--- src/rtl/exu_pkg.sv ---
// Shared types and constants for the NPC execute stage: ALU op codes, memory
// size codes, FSM states and the packed layouts of the ADU->EXU and EXU->WBU buses.
package exu_pkg;

    localparam int XLEN = 32;

    localparam logic [5:0] ALU_ADD  = 6'b110000;
    localparam logic [5:0] ALU_SUB  = 6'b110001;
    localparam logic [5:0] ALU_SLT  = 6'b000011;
    localparam logic [5:0] ALU_SLTU = 6'b000101;
    localparam logic [5:0] ALU_XOR  = 6'b010110;
    localparam logic [5:0] ALU_OR   = 6'b111110;
    localparam logic [5:0] ALU_AND  = 6'b111000;
    localparam logic [5:0] ALU_SLL  = 6'b100000;
    localparam logic [5:0] ALU_SRL  = 6'b100001;
    localparam logic [5:0] ALU_SRA  = 6'b100011;

    localparam logic [3:0] MEM_B  = 4'b0001;
    localparam logic [3:0] MEM_BU = 4'b0101;
    localparam logic [3:0] MEM_H  = 4'b0011;
    localparam logic [3:0] MEM_HU = 4'b0111;
    localparam logic [3:0] MEM_W  = 4'b1111;

    typedef enum logic [1:0] {
        ST_IDLE     = 2'd0,
        ST_MEM_REQ  = 2'd1,
        ST_MEM_WAIT = 2'd2,
        ST_DONE     = 2'd3
    } exu_state_e;

    typedef struct packed {
        logic            excp_flush;
        logic            xret_flush;
        logic            break_signal;
        logic [XLEN-1:0] pc;
        logic [XLEN-1:0] src1;
        logic [XLEN-1:0] src2;
        logic [5:0]      alu_op;
        logic            res_from_mem;
        logic            res_from_csr;
        logic            gr_we;
        logic            csr_we;
        logic [3:0]      mem_re;
        logic [3:0]      mem_we;
        logic [4:0]      rd;
        logic            jmp_flag;
        logic [11:0]     csr_addr;
        logic [XLEN-1:0] csr_value;
        logic [XLEN-1:0] store_data;
    } adu_exu_t;

    typedef struct packed {
        logic            excp_flush;
        logic            xret_flush;
        logic            break_signal;
        logic [XLEN-1:0] pc;
        logic [XLEN-1:0] result;
        logic [4:0]      rd;
        logic            gr_we;
        logic            csr_we;
        logic [11:0]     csr_addr;
        logic [XLEN-1:0] csr_wdata;
        logic            redirect;
        logic [XLEN-1:0] redirect_pc;
    } exu_wbu_t;

    // Widths follow the field lists; the WBU bundle carries all listed fields (151 bits).
    localparam int ADU_EXU_BUS_WIDTH = $bits(adu_exu_t);
    localparam int EXU_WBU_BUS_WIDTH = $bits(exu_wbu_t);

    function automatic logic [3:0] size_mask(input logic [3:0] code);
        logic [3:0] mask;
        case (code)
            MEM_B, MEM_BU: mask = 4'b0001;
            MEM_H, MEM_HU: mask = 4'b0011;
            MEM_W:         mask = 4'b1111;
            default:       mask = 4'b0000;
        endcase
        return mask;
    endfunction

endpackage

--- src/rtl/exu_if.sv ---
// Handshake and memory-port bundle of the execute stage. The master modport is
// the EXU side; the slave modport is the surrounding pipeline / memory.
interface exu_if;
    import exu_pkg::*;

    logic                         adu_valid_i;
    logic [ADU_EXU_BUS_WIDTH-1:0] adu_exu_bus_i;
    logic                         exu_ready_o;
    logic                         exu_valid_o;
    logic [EXU_WBU_BUS_WIDTH-1:0] exu_wbu_bus_o;
    logic                         wbu_ready_i;
    logic                         mem_req_o;
    logic                         mem_we_o;
    logic [XLEN-1:0]              mem_addr_o;
    logic [XLEN-1:0]              mem_wdata_o;
    logic [3:0]                   mem_wstrb_o;
    logic                         mem_gnt_i;
    logic                         mem_rvalid_i;
    logic [XLEN-1:0]              mem_rdata_i;

    modport master (
        input  adu_valid_i, adu_exu_bus_i, wbu_ready_i,
        input  mem_gnt_i, mem_rvalid_i, mem_rdata_i,
        output exu_ready_o, exu_valid_o, exu_wbu_bus_o,
        output mem_req_o, mem_we_o, mem_addr_o, mem_wdata_o, mem_wstrb_o
    );

    modport slave (
        output adu_valid_i, adu_exu_bus_i, wbu_ready_i,
        output mem_gnt_i, mem_rvalid_i, mem_rdata_i,
        input  exu_ready_o, exu_valid_o, exu_wbu_bus_o,
        input  mem_req_o, mem_we_o, mem_addr_o, mem_wdata_o, mem_wstrb_o
    );

endinterface

--- src/rtl/exu_alu.sv ---
// Combinational ALU of the execute stage; unknown op codes yield zero.
module exu_alu
    import exu_pkg::*;
(
    input  logic [XLEN-1:0] src1,
    input  logic [XLEN-1:0] src2,
    input  logic [5:0]      alu_op,
    output logic [XLEN-1:0] result
);

    logic [4:0] shamt_s;

    assign shamt_s = src2[4:0];

    // Operation decode.
    always_comb begin
        result = {XLEN{1'b0}};
        case (alu_op)
            ALU_ADD:  result = src1 + src2;
            ALU_SUB:  result = src1 - src2;
            ALU_SLT:  result = {{(XLEN-1){1'b0}}, ($signed(src1) < $signed(src2))};
            ALU_SLTU: result = {{(XLEN-1){1'b0}}, (src1 < src2)};
            ALU_XOR:  result = src1 ^ src2;
            ALU_OR:   result = src1 | src2;
            ALU_AND:  result = src1 & src2;
            ALU_SLL:  result = src1 << shamt_s;
            ALU_SRL:  result = src1 >> shamt_s;
            ALU_SRA:  result = $unsigned($signed(src1) >>> shamt_s);
            default:  result = {XLEN{1'b0}};
        endcase
    end

endmodule

--- src/rtl/exu.sv ---
// Execute stage: latches one ADU bundle, computes ALU/jump results, runs loads
// and stores over a req/gnt/rvalid port and hands one bundle to the WBU.
module exu
    import exu_pkg::*;
(
    input  logic  clk_i,
    input  logic  rst_i,
    exu_if.master bus
);

    exu_state_e      state_r;
    exu_state_e      state_nxt_s;
    adu_exu_t        bundle_r;
    adu_exu_t        adu_in_s;
    exu_wbu_t        wbu_out_s;
    logic [XLEN-1:0] ld_raw_r;
    logic [XLEN-1:0] alu_res_s;
    logic [XLEN-1:0] ld_shift_s;
    logic [XLEN-1:0] ld_ext_s;
    logic [XLEN-1:0] result_s;
    logic [XLEN-1:0] wdata_s;
    logic [3:0]      wstrb_s;
    logic [1:0]      offset_s;
    logic            ready_s;
    logic            accept_s;
    logic            in_is_mem_s;
    logic            ld_capture_s;

    assign adu_in_s     = bus.adu_exu_bus_i;
    assign in_is_mem_s  = (adu_in_s.mem_re != 4'b0000) || (adu_in_s.mem_we != 4'b0000);
    assign ready_s      = (state_r == ST_IDLE) || ((state_r == ST_DONE) && bus.wbu_ready_i);
    assign accept_s     = bus.adu_valid_i && ready_s;
    // Load data may arrive together with the grant.
    assign ld_capture_s = bus.mem_rvalid_i &&
                          (((state_r == ST_MEM_REQ) && bus.mem_gnt_i) || (state_r == ST_MEM_WAIT));

    exu_alu u_alu (
        .src1   (bundle_r.src1),
        .src2   (bundle_r.src2),
        .alu_op (bundle_r.alu_op),
        .result (alu_res_s)
    );

    // Next-state logic.
    always_comb begin
        state_nxt_s = state_r;
        case (state_r)
            ST_IDLE: begin
                if (accept_s) state_nxt_s = in_is_mem_s ? ST_MEM_REQ : ST_DONE;
                else          state_nxt_s = ST_IDLE;
            end
            ST_MEM_REQ: begin
                if (bus.mem_gnt_i) state_nxt_s = bus.mem_rvalid_i ? ST_DONE : ST_MEM_WAIT;
                else               state_nxt_s = ST_MEM_REQ;
            end
            ST_MEM_WAIT: begin
                if (bus.mem_rvalid_i) state_nxt_s = ST_DONE;
                else                  state_nxt_s = ST_MEM_WAIT;
            end
            ST_DONE: begin
                if (accept_s)             state_nxt_s = in_is_mem_s ? ST_MEM_REQ : ST_DONE;
                else if (bus.wbu_ready_i) state_nxt_s = ST_IDLE;
                else                      state_nxt_s = ST_DONE;
            end
            default: state_nxt_s = ST_IDLE;
        endcase
    end

    // State, held bundle and raw load word.
    always_ff @(posedge clk_i) begin
        if (!rst_i) begin
            state_r  <= ST_IDLE;
            bundle_r <= '0;
            ld_raw_r <= {XLEN{1'b0}};
        end else begin
            state_r <= state_nxt_s;
            if (accept_s) bundle_r <= adu_in_s;
            if (ld_capture_s) ld_raw_r <= bus.mem_rdata_i;
        end
    end

    // Store lane placement: strobe is the size mask shifted to the byte offset.
    always_comb begin
        offset_s = alu_res_s[1:0];
        if (bundle_r.mem_we != 4'b0000) wstrb_s = size_mask(bundle_r.mem_we) << offset_s;
        else                            wstrb_s = 4'b0000;
        case (bundle_r.mem_we)
            MEM_B:   wdata_s = {4{bundle_r.store_data[7:0]}};
            MEM_H:   wdata_s = {2{bundle_r.store_data[15:0]}};
            default: wdata_s = bundle_r.store_data;
        endcase
    end

    // Load lane extraction and extension.
    always_comb begin
        ld_shift_s = ld_raw_r >> {offset_s, 3'b000};
        case (bundle_r.mem_re)
            MEM_B:   ld_ext_s = {{24{ld_shift_s[7]}}, ld_shift_s[7:0]};
            MEM_BU:  ld_ext_s = {24'h000000, ld_shift_s[7:0]};
            MEM_H:   ld_ext_s = {{16{ld_shift_s[15]}}, ld_shift_s[15:0]};
            MEM_HU:  ld_ext_s = {16'h0000, ld_shift_s[15:0]};
            default: ld_ext_s = ld_shift_s;
        endcase
    end

    // Result select and WBU bundle assembly.
    always_comb begin
        if (bundle_r.res_from_mem)      result_s = ld_ext_s;
        else if (bundle_r.res_from_csr) result_s = bundle_r.csr_value;
        else if (bundle_r.jmp_flag)     result_s = bundle_r.pc + 32'd4;
        else                            result_s = alu_res_s;

        wbu_out_s.excp_flush   = bundle_r.excp_flush;
        wbu_out_s.xret_flush   = bundle_r.xret_flush;
        wbu_out_s.break_signal = bundle_r.break_signal;
        wbu_out_s.pc           = bundle_r.pc;
        wbu_out_s.result       = result_s;
        wbu_out_s.rd           = bundle_r.rd;
        wbu_out_s.gr_we        = bundle_r.gr_we;
        wbu_out_s.csr_we       = bundle_r.csr_we;
        wbu_out_s.csr_addr     = bundle_r.csr_addr;
        wbu_out_s.csr_wdata    = bundle_r.src1;
        wbu_out_s.redirect     = bundle_r.jmp_flag;
        wbu_out_s.redirect_pc  = {alu_res_s[XLEN-1:1], 1'b0};
    end

    assign bus.exu_ready_o   = ready_s;
    assign bus.exu_valid_o   = (state_r == ST_DONE);
    assign bus.exu_wbu_bus_o = wbu_out_s;
    assign bus.mem_req_o     = (state_r == ST_MEM_REQ);
    assign bus.mem_we_o      = (bundle_r.mem_we != 4'b0000);
    assign bus.mem_addr_o    = alu_res_s;
    assign bus.mem_wdata_o   = wdata_s;
    assign bus.mem_wstrb_o   = wstrb_s;

endmodule
--- src/flat_wrapper.sv ---
// flat-port wrapper written by rule: the top's interface ports become plain ports
module exu_flat import exu_pkg::*;
  (clk_i, rst_i, bus_adu_valid_i, bus_adu_exu_bus_i, bus_wbu_ready_i, bus_mem_gnt_i, bus_mem_rvalid_i, bus_mem_rdata_i, bus_exu_ready_o, bus_exu_valid_o, bus_exu_wbu_bus_o, bus_mem_req_o, bus_mem_we_o, bus_mem_addr_o, bus_mem_wdata_o, bus_mem_wstrb_o);
  exu_if bus_i ();
  input  logic clk_i;
  input  logic rst_i;
  input wire logic [$bits(bus_i.adu_valid_i)-1:0] bus_adu_valid_i;
  input wire logic [$bits(bus_i.adu_exu_bus_i)-1:0] bus_adu_exu_bus_i;
  input wire logic [$bits(bus_i.wbu_ready_i)-1:0] bus_wbu_ready_i;
  input wire logic [$bits(bus_i.mem_gnt_i)-1:0] bus_mem_gnt_i;
  input wire logic [$bits(bus_i.mem_rvalid_i)-1:0] bus_mem_rvalid_i;
  input wire logic [$bits(bus_i.mem_rdata_i)-1:0] bus_mem_rdata_i;
  output wire logic [$bits(bus_i.exu_ready_o)-1:0] bus_exu_ready_o;
  output wire logic [$bits(bus_i.exu_valid_o)-1:0] bus_exu_valid_o;
  output wire logic [$bits(bus_i.exu_wbu_bus_o)-1:0] bus_exu_wbu_bus_o;
  output wire logic [$bits(bus_i.mem_req_o)-1:0] bus_mem_req_o;
  output wire logic [$bits(bus_i.mem_we_o)-1:0] bus_mem_we_o;
  output wire logic [$bits(bus_i.mem_addr_o)-1:0] bus_mem_addr_o;
  output wire logic [$bits(bus_i.mem_wdata_o)-1:0] bus_mem_wdata_o;
  output wire logic [$bits(bus_i.mem_wstrb_o)-1:0] bus_mem_wstrb_o;
  assign bus_i.adu_valid_i = bus_adu_valid_i;
  assign bus_i.adu_exu_bus_i = bus_adu_exu_bus_i;
  assign bus_i.wbu_ready_i = bus_wbu_ready_i;
  assign bus_i.mem_gnt_i = bus_mem_gnt_i;
  assign bus_i.mem_rvalid_i = bus_mem_rvalid_i;
  assign bus_i.mem_rdata_i = bus_mem_rdata_i;
  assign bus_exu_ready_o = bus_i.exu_ready_o;
  assign bus_exu_valid_o = bus_i.exu_valid_o;
  assign bus_exu_wbu_bus_o = bus_i.exu_wbu_bus_o;
  assign bus_mem_req_o = bus_i.mem_req_o;
  assign bus_mem_we_o = bus_i.mem_we_o;
  assign bus_mem_addr_o = bus_i.mem_addr_o;
  assign bus_mem_wdata_o = bus_i.mem_wdata_o;
  assign bus_mem_wstrb_o = bus_i.mem_wstrb_o;
  exu u_core (.clk_i(clk_i), .rst_i(rst_i), .bus(bus_i));
endmodule
--- config.mk ---
export PLATFORM = sky130hd
export DESIGN_NAME = exu_flat
export DESIGN_NICKNAME = d
export VERILOG_FILES = /design/src/rtl/exu_pkg.sv /design/src/rtl/exu_if.sv /design/src/rtl/exu_alu.sv /design/src/rtl/exu.sv /design/src/flat_wrapper.sv
export SDC_FILE = /design/constraint.sdc
export NUM_CORES = 1
export LEC_CHECK = 0
export BUFFER_PORTS_ARGS = -buffer_cell sky130_fd_sc_hd__buf_2
export CORE_MARGIN = 2
export CORE_UTILIZATION = 30
export CTS_CLUSTER_SIZE = 16
export DETAILED_ROUTE_END_ITERATION = 10
export REMOVE_ABC_BUFFERS = 1
export SLEW_MARGIN = 20
export SYNTH_ARGS = -nofsm -noshare
export SYNTH_HDL_FRONTEND = slang
export SYNTH_SLANG_ARGS = --single-unit
--- constraint.sdc ---
create_clock -name clk_i -period 5.55 [get_ports clk_i]
set_clock_uncertainty 0.15 [all_clocks]
set_input_delay 0.2775 -clock clk_i [delete_from_list [all_inputs] [get_ports clk_i]]
set_output_delay 0.2775 -clock clk_i [all_outputs]
set_load 0.01 [all_outputs]
==> impl_metrics.json, run 1 <==
{
  "synthTopCellsByCount": "nand2_1, a21boi_0, dfxtp_1, clkbuf_1, nor2_1",
  "die_h_um": 271,
  "maxSlewHeadroom": 0.366,
  "cts_root_buf": "clkbuf_16",
  "synth_top_area_share": 0.219,
  "clkSinkCount": 233,
  "cts_max_level": 2,
  "numCtsBuffers": 34,
  "async_reset_ff_frac": 0,
  "grt_max_degree": 153,
  "p_switching_mw": 2.69,
  "clock_power_share": 0.326,
  "post-route-drc-count": 0,
  "nNetsFinal": 3688,
  "met2_length_mm": 47.7,
  "cellPowerDensity_mw_per_mm2": 249,
  "drive_gt1_frac": 0.224,
  "ys_types": 86,
  "track_usage": 0.270,
  "clk_latency_ns": 0.59,
  "die_area_mm2": 0.0732,
  "rsz0062_at_grt": "false",
  "synthCells": 2890,
  "maxCapViolCount": 0,
  "leakage_nw": 11.1,
  "multi_input_area_mm2": 0.0144,
  "synth_seq_cells": 233,
  "dp_hpwl_mm": 76.4,
  "critPathLaunchType": "flop",
  "top_layer_used": "met5",
  "synth_top_flop_cell": "dfxtp_1",
  "synthMostInstantiatedCell": "nand2_1",
  "area.growth.synth_to_final_pct": 27.6,
  "status": "complete, no violations",
  "grt_antenna_before_repair": 5,
  "crit_fanout": 15,
  "place_area_mm2": 0.0237,
  "critPathRequiredTime_ns": 5.12,
  "ant_nets": 0,
  "gp_congestion": 1.01,
  "routed-wl-met3_mm": 8.73,
  "wl_met1_mm": 41.2,
  "min_path_type": "in2reg",
  "globalRoute.totalOverflow": 0,
  "fp-row-count": 97,
  "drt_pass1_iterations": 6,
  "io_pins": 460,
  "postLayoutCellArea_mm2": 0.0272,
  "start_util": 0.304,
  "end_kind": "output pin",
  "combPwrFrac": 0.381,
  "wl_mm": 103,
  "worstSetupPathType": "reg2out",
  "grt_pass1_wl_mm": 151,
  "viasPerCell": 5.54,
  "die_width_um": 271,
  "synth_top_area_cell": "dfxtp_1",
  "layout_min_cycle_time_ns": 5.39,
  "cts_tree": "done",
  "synth_area_per_cell_um2": 7.37,
  "max_freq_mhz": 185,
  "crit_arrival_ns": 4.96,
  "grt_pass1_vias": 23226,
  "intPower_mw": 4.08,
  "clockBufferDepth": 3,
  "seq_area_mm2": 0.00468,
  "yosys_warnings": 0,
  "io_buffers": 458,
  "coreArea_mm2": 0.0701,
  "pwr-share-seq": 0.293,
  "fillCellCount": 7344,
  "setup_viol": 0,
  "switching_share": 0.397,
  "hold_viol_final": 0,
  "ys_seq_area_frac": 0.219,
  "synth_area_leaders": "dfxtp_1, nand2_1, a21boi_0",
  "vias": 23925,
  "path_clk_slew_ns": 0.06,
  "finalPower_mw": 6.76,
  "ir_drop_mv": 0.230,
  "fin_crit_sh": 0.971,
  "drt_iter0_markers": 2188,
  "synth_edf_count": 0,
  "worstMarginPinSlew_ns": 0.948,
  "netlist_area_mm2": 0.0213,
  "wl_per_cell_um": 23.9,
  "drv_slew": 0
}
## critical path, stage by stage (launching register included)
cell and delay (ns):
dfxtp_1 0.66, inv_1 0.16, ha_1 0.46, or3_1 0.41
or3_1 0.33, a211oi_2 0.40, o21bai_1 0.17, a21oi_1 0.20
o22ai_1 0.14, a221oi_1 0.27, o221ai_1 0.21, buf_4 0.22
o21ai_0 0.39, a2bb2oi_1 0.16, buf_2 0.18
## worst paths after layout
kind	slack, ns	from	to	depth (start not counted)
max	0.16	u_core.bus.exu_wbu_bus_o[43]$_SDFFE_PN0P_	bus_exu_wbu_bus_o[99]	14
min reg2reg	0.31	u_core.bus.exu_wbu_bus_o[75]$_SDFFE_PN0P_	u_core.bus.exu_wbu_bus_o[75]$_SDFFE_PN0P_	2
max reg2reg	2.12	u_core.state_r[1]$_SDFF_PN0_	u_core.bus.exu_wbu_bus_o[54]$_SDFFE_PN0P_	7
min	0.01	rst_i	u_core.bundle_r[100]$_SDFFE_PN0P_	2
## registers in the layout, indices dropped and copies added, names as in the netlist
name                      count
u_core.state_r                2
u_core.ld_raw_r              32
u_core.bundle_r             112
u_core.bus.exu_wbu_bus_o     87
## routing by layer
layer	GRT usage	up-vias
li1	-	10978
met1	0.333	11404
met2	0.454	1286
met3	0.0526	251
met4	0.121	6
met5	0	-
## area by class of cell
class	count	share of cell area
inverters	97	0.0134
diodes	3	0.000276
clock inverters	11	0.00456
well taps	940	0.0433
multi-input cells	2189	0.529
repair buffers	796	0.202
flip-flops and latches	233	0.172
clock buffers	51	0.0358
## power by group through the flow
| stage | registers [mW] | clock network, mW | logic [mW] |
|---|---|---|---|
| after floorplan | 2.04 | 0 | 1.30 |
| after global placement | 2.01 | 0 | 2.38 |
| after detailed placement | 2.01 | 0 | 2.38 |
| after CTS | 1.98 | 2.26 | 2.52 |
| after global routing | 1.99 | 2.32 | 2.76 |
| final | 1.98 | 2.21 | 2.57 |
## placed cells by master (no fill, tap or decap), types with 21 or more instances in the layout
master	count
nor2b_1	22
a211oi_1	27
o211ai_1	32
nand3_1	44
mux4_2	55
mux2i_1	81
a221oi_1	21
clkbuf_16	34
mux2_2	41
and2_1	23
or3_1	21
dlygate4sd3_1	232
ha_1	98
nor3_1	35
dfxtp_1	226
buf_2	457
a21oi_1	160
buf_4	100
nand4_1	23
o21ai_0	106
inv_1	95
nand2_1	616
a21boi_0	235
nor2_1	191
o22ai_1	21
## through the flow
| step | cells | util | TNS, ns | hold slack [ns] | setup slack [ns] |
|---|---|---|---|---|---|
| detailed placement | 4022 | 0.338 | 0 | 0.305 | 0.660 |
| global route | 4318 | 0.388 | 0 | 0.0213 | 0.000340 |
| global placement | 4022 | 0.338 | 0 | 0.297 | 0.771 |
| CTS | 4316 | 0.387 | 0 | 0.0327 | 0.0127 |
| finish | 4320 | 0.388 | 0 | 0.0108 | 0.159 |
| floorplan | 2519 | - | -55.76 | 0.249 | -1.36 |
## logic make-up after synthesis
family | Yosys count | share of synthesized area
and+or+nand+nor | 1054 | 0.212
AOI/OAI and AO/OA | 824 | 0.269
buffers and inverters | 468 | 0.108
DFF | 233 | 0.219
muxes | 177 | 0.118
adders and majority gates | 100 | 0.0594
xor gates and xnor gates | 33 | 0.0136
other | 1 | 0.000176
## repair_timing
action / 4_1_cts / 5_1_grt
setup endpoints to repair: 0 / 19
buffers inserted: 0 / 1
resized for setup: 0 / 8
endpoints found under the hold margin: 230 / 0
hold buffers: 232 / 0
(Power assumes the default switching activity.)
==> inputs of run 2 (changes only) <==
--- a/config.mk
+++ b/config.mk
@@ -7,2 +7,4 @@
 export LEC_CHECK = 0
+export ABC_AREA = 1
+export ABC_CLOCK_PERIOD_IN_PS = 5550
 export BUFFER_PORTS_ARGS = -buffer_cell sky130_fd_sc_hd__buf_2
--- a/constraint.sdc
+++ b/constraint.sdc
@@ -4,2 +4,2 @@
 set_output_delay 0.2775 -clock clk_i [all_outputs]
-set_load 0.01 [all_outputs]
+set_load 0.02 [all_outputs]
==> run 2 against run 1 <==
Compared with the run above:
- critical endpoint is now bus_exu_wbu_bus_o[114]
- via count up 9.0%
- sequential share of layout area rose by 0.52 points
- synthesized area fell by 1.6%
- largest power group unchanged
- routed wire length up 6.1%
- non-clock buffer count shrank 60
- critical path depth up 2
- sequential cell count is the same
- largest cell class unchanged
==> impl_metrics.json, run 2 <==
{
  "min_path_type": "in2reg",
  "clkSinkCount": 233,
  "netlist_area_mm2": 0.0210,
  "diodes": 0,
  "leakage_nw": 12.8,
  "r2r-end": "u_core.bus.exu_wbu_bus_o[80]$_SDFFE_PN0P_",
  "crit_path_max_incr_delay_ns": 0.53,
  "status": "complete, no violations",
  "path_common_cell": "nand3_1",
  "io_buffers": 458,
  "cts_root_buf": "clkbuf_16",
  "grt_pass1_vias": 25351,
  "dp_cells": 4661,
  "die_width_um": 268,
  "critPathLaunchType": "flop",
  "async_reset_ff_frac": 0,
  "viasPerCell": 5.27,
  "synth_top_area_cell": "dfxtp_1",
  "io_pins": 460,
  "fin_crit_sh": 0.904,
  "slowest_stage": "buf_4",
  "numCtsBuffers": 30,
  "hold_viol_final": 0,
  "final_cell_mix": "nand2_1, nor2_1, buf_2, o21ai_0, nand3_1",
  "dp_slack_ns": 1.20,
  "synthMostInstantiatedCell": "nand2_1",
  "synth_top_flop_cell": "dfxtp_1",
  "final_cells": 4947,
  "wl_mm": 109,
  "grt_pass1_wl_mm": 158,
  "synth_top_area_share": 0.222,
  "ys_types": 57,
  "drt_iter0_markers": 2368,
  "synth_seq_cells": 233,
  "ir_drop_mv": 0.224,
  "die_h_um": 268,
  "grt_antenna_before_repair": 6,
  "ant_nets": 0,
  "hold_path_startpoint": "bus_wbu_ready_i",
  "ys_seq_area_frac": 0.222,
  "vias": 26068,
  "worstSetupPathType": "reg2out",
  "cts_setup_buffers": 0,
  "coreArea_mm2": 0.0689,
  "crit_chain": "buf_4 > nand3_1 > nand3_1 > nand3_1 > nand3_1 > nand3_2 > nor2_4 > nand2_4 > inv_2 > nand2_1 > nor2_1 > nor2_1 > nand3_1 > nand2_1 > inv_1 > buf_2",
  "crit_fanout": 67,
  "synthCells": 3548,
  "crit_arrival_ns": 4.59,
  "setup_viol": 0,
  "drt_pass1_iterations": 6,
  "synth_area_per_cell_um2": 5.91,
  "cts_max_level": 1,
  "worstReg2RegStart": "u_core.state_r[1]$_SDFF_PN0_",
  "synthTopCellsByCount": "nand2_1, nor2_1, o21ai_0, inv_1, nand3_1",
  "r2r_slack_ns": 2.72,
  "cts_tree": "done",
  "maxCapViolCount": 0,
  "largest_reg_flops": 112,
  "worstMarginPinSlew_ns": 1.13,
  "synth_edf_count": 0,
  "path_clk_slew_ns": 0.06,
  "max_freq_mhz": 199,
  "synth_area_leaders": "dfxtp_1, nand2_1, o21ai_0",
  "hold_path_depth": 5,
  "rsz0062_at_grt": "false",
  "fp-row-count": 96,
  "die_area_mm2": 0.0720,
  "gp_congestion": 1.04,
  "critPathRequiredTime_ns": 5.12,
  "reg2reg_depth": 7,
  "setup_ws_ns": 0.535,
  "dp_hpwl_mm": 85.7,
  "globalRoute.totalOverflow": 0,
  "track_usage": 0.292,
  "nNetsFinal": 4332,
  "clockBufferDepth": 3,
  "start_util": 0.304,
  "fillCellCount": 7704,
  "drv_slew": 0,
  "post-route-drc-count": 0,
  "maxSlewHeadroom": 0.245,
  "layout_commonest_cell": "nand2_1",
  "regMostFlops": "u_core.bundle_r",
  "clk_latency_ns": 0.58,
  "area.growth.synth_to_final_pct": 25.6,
  "holdPathEnd": "u_core.state_r[1]$_SDFF_PN0_",
  "drive_gt1_frac": 0.157,
  "finalPower_mw": 7.81,
  "yosys_warnings": 0,
  "wl_per_cell_um": 22.1,
  "grt_max_degree": 174,
  "layout_min_cycle_time_ns": 5.02,
  "end_kind": "output pin",
  "cellPowerDensity_mw_per_mm2": 296
}
==> run 2: what timing repair did <==
action,CTS,global route
endpoints found under the hold margin,231,0
resized for setup,0,0
hold buffers,233,0
setup endpoints to repair,0,0
==> run 2: logic make-up after synthesis <==
group / share of synthesized area
adder cells (fa/ha/maj): 0.0604
flip-flops: 0.222
AND/OR/NAND/NOR: 0.348
AO/OA/AOI/OAI: 0.213
XOR/XNOR: 0.00919
multiplexers: 0.000955
other: 0.000179
buffers and inverters: 0.146
==> run 2: power breakdown <==
group | total, mW | internal, mW | switching (mW) | leakage, nW
logic | 3.67 | 1.10 | 2.57 | 10.3
registers | 2.10 | 1.88 | 0.220 | 1.93
clock network | 2.04 | 1.21 | 0.827 | 0.490
==> run 2: metal layers <==
layer	wire length [µm]	part of all wire	GRT usage	up-vias
li1	-	-	-	12405
met1	43400	0.40	0.356	12203
met2	52200	0.48	0.508	1205
met3	9290	0.085	0.0552	247
met4	4460	0.041	0.107	8
met5	49	0.00045	0	-
==> run 2: layout make-up <==
class,instances,area (µm²),area share
repair buffers,736,5010,0.190
flip-flops and latches,233,4670,0.177
clock buffers,42,857,0.0325
clock inverters,11,144,0.00546
well taps,931,1160,0.0442
multi-input cells,2666,13300,0.503
inverters,328,1240,0.0470
==> run 2: critical path, delay by kind of cell (launching register included) <==
kind	cells	cell delay, ns
buffers and inverters	4	1.24
DFF	1	0.32
and+or+nand+nor	12	2.34
==> run 2: worst max-delay path by stage <==
stage                                              start                                to  slack, ns  cells after the start
2_1_floorplan               u_core.state_r[1]$_SDFF_PN0_  u_core.bundle_r[82]$_SDFFE_PN0P_      -2.95                      7
3_3_place_gp           u_core.bundle_r[101]$_SDFFE_PN0P_             bus_exu_wbu_bus_o[96]       1.21                     15
3_5_place_dp           u_core.bundle_r[101]$_SDFFE_PN0P_             bus_exu_wbu_bus_o[96]       1.20                     15
4_1_cts                u_core.bundle_r[101]$_SDFFE_PN0P_             bus_exu_wbu_bus_o[96]       0.56                     15
5_1_grt        u_core.bus.exu_wbu_bus_o[39]$_SDFFE_PN0P_            bus_exu_wbu_bus_o[114]       0.19                     22
6_report               u_core.bundle_r[101]$_SDFFE_PN0P_            bus_exu_wbu_bus_o[114]       0.53                     16
==> run 2: through the flow <==
step	setup TNS [ns]	utilization	hold WS [ns]	instance area [µm²]
after CTS	0	0.382	0.00308	26300
after global routing	0	0.382	0.00985	26300
after floorplan	-294.68	-	0.237	19100
after detailed placement	0	0.334	0.295	23000
after global placement	0	0.334	0.290	23000
final	0	0.382	0.0529	26300
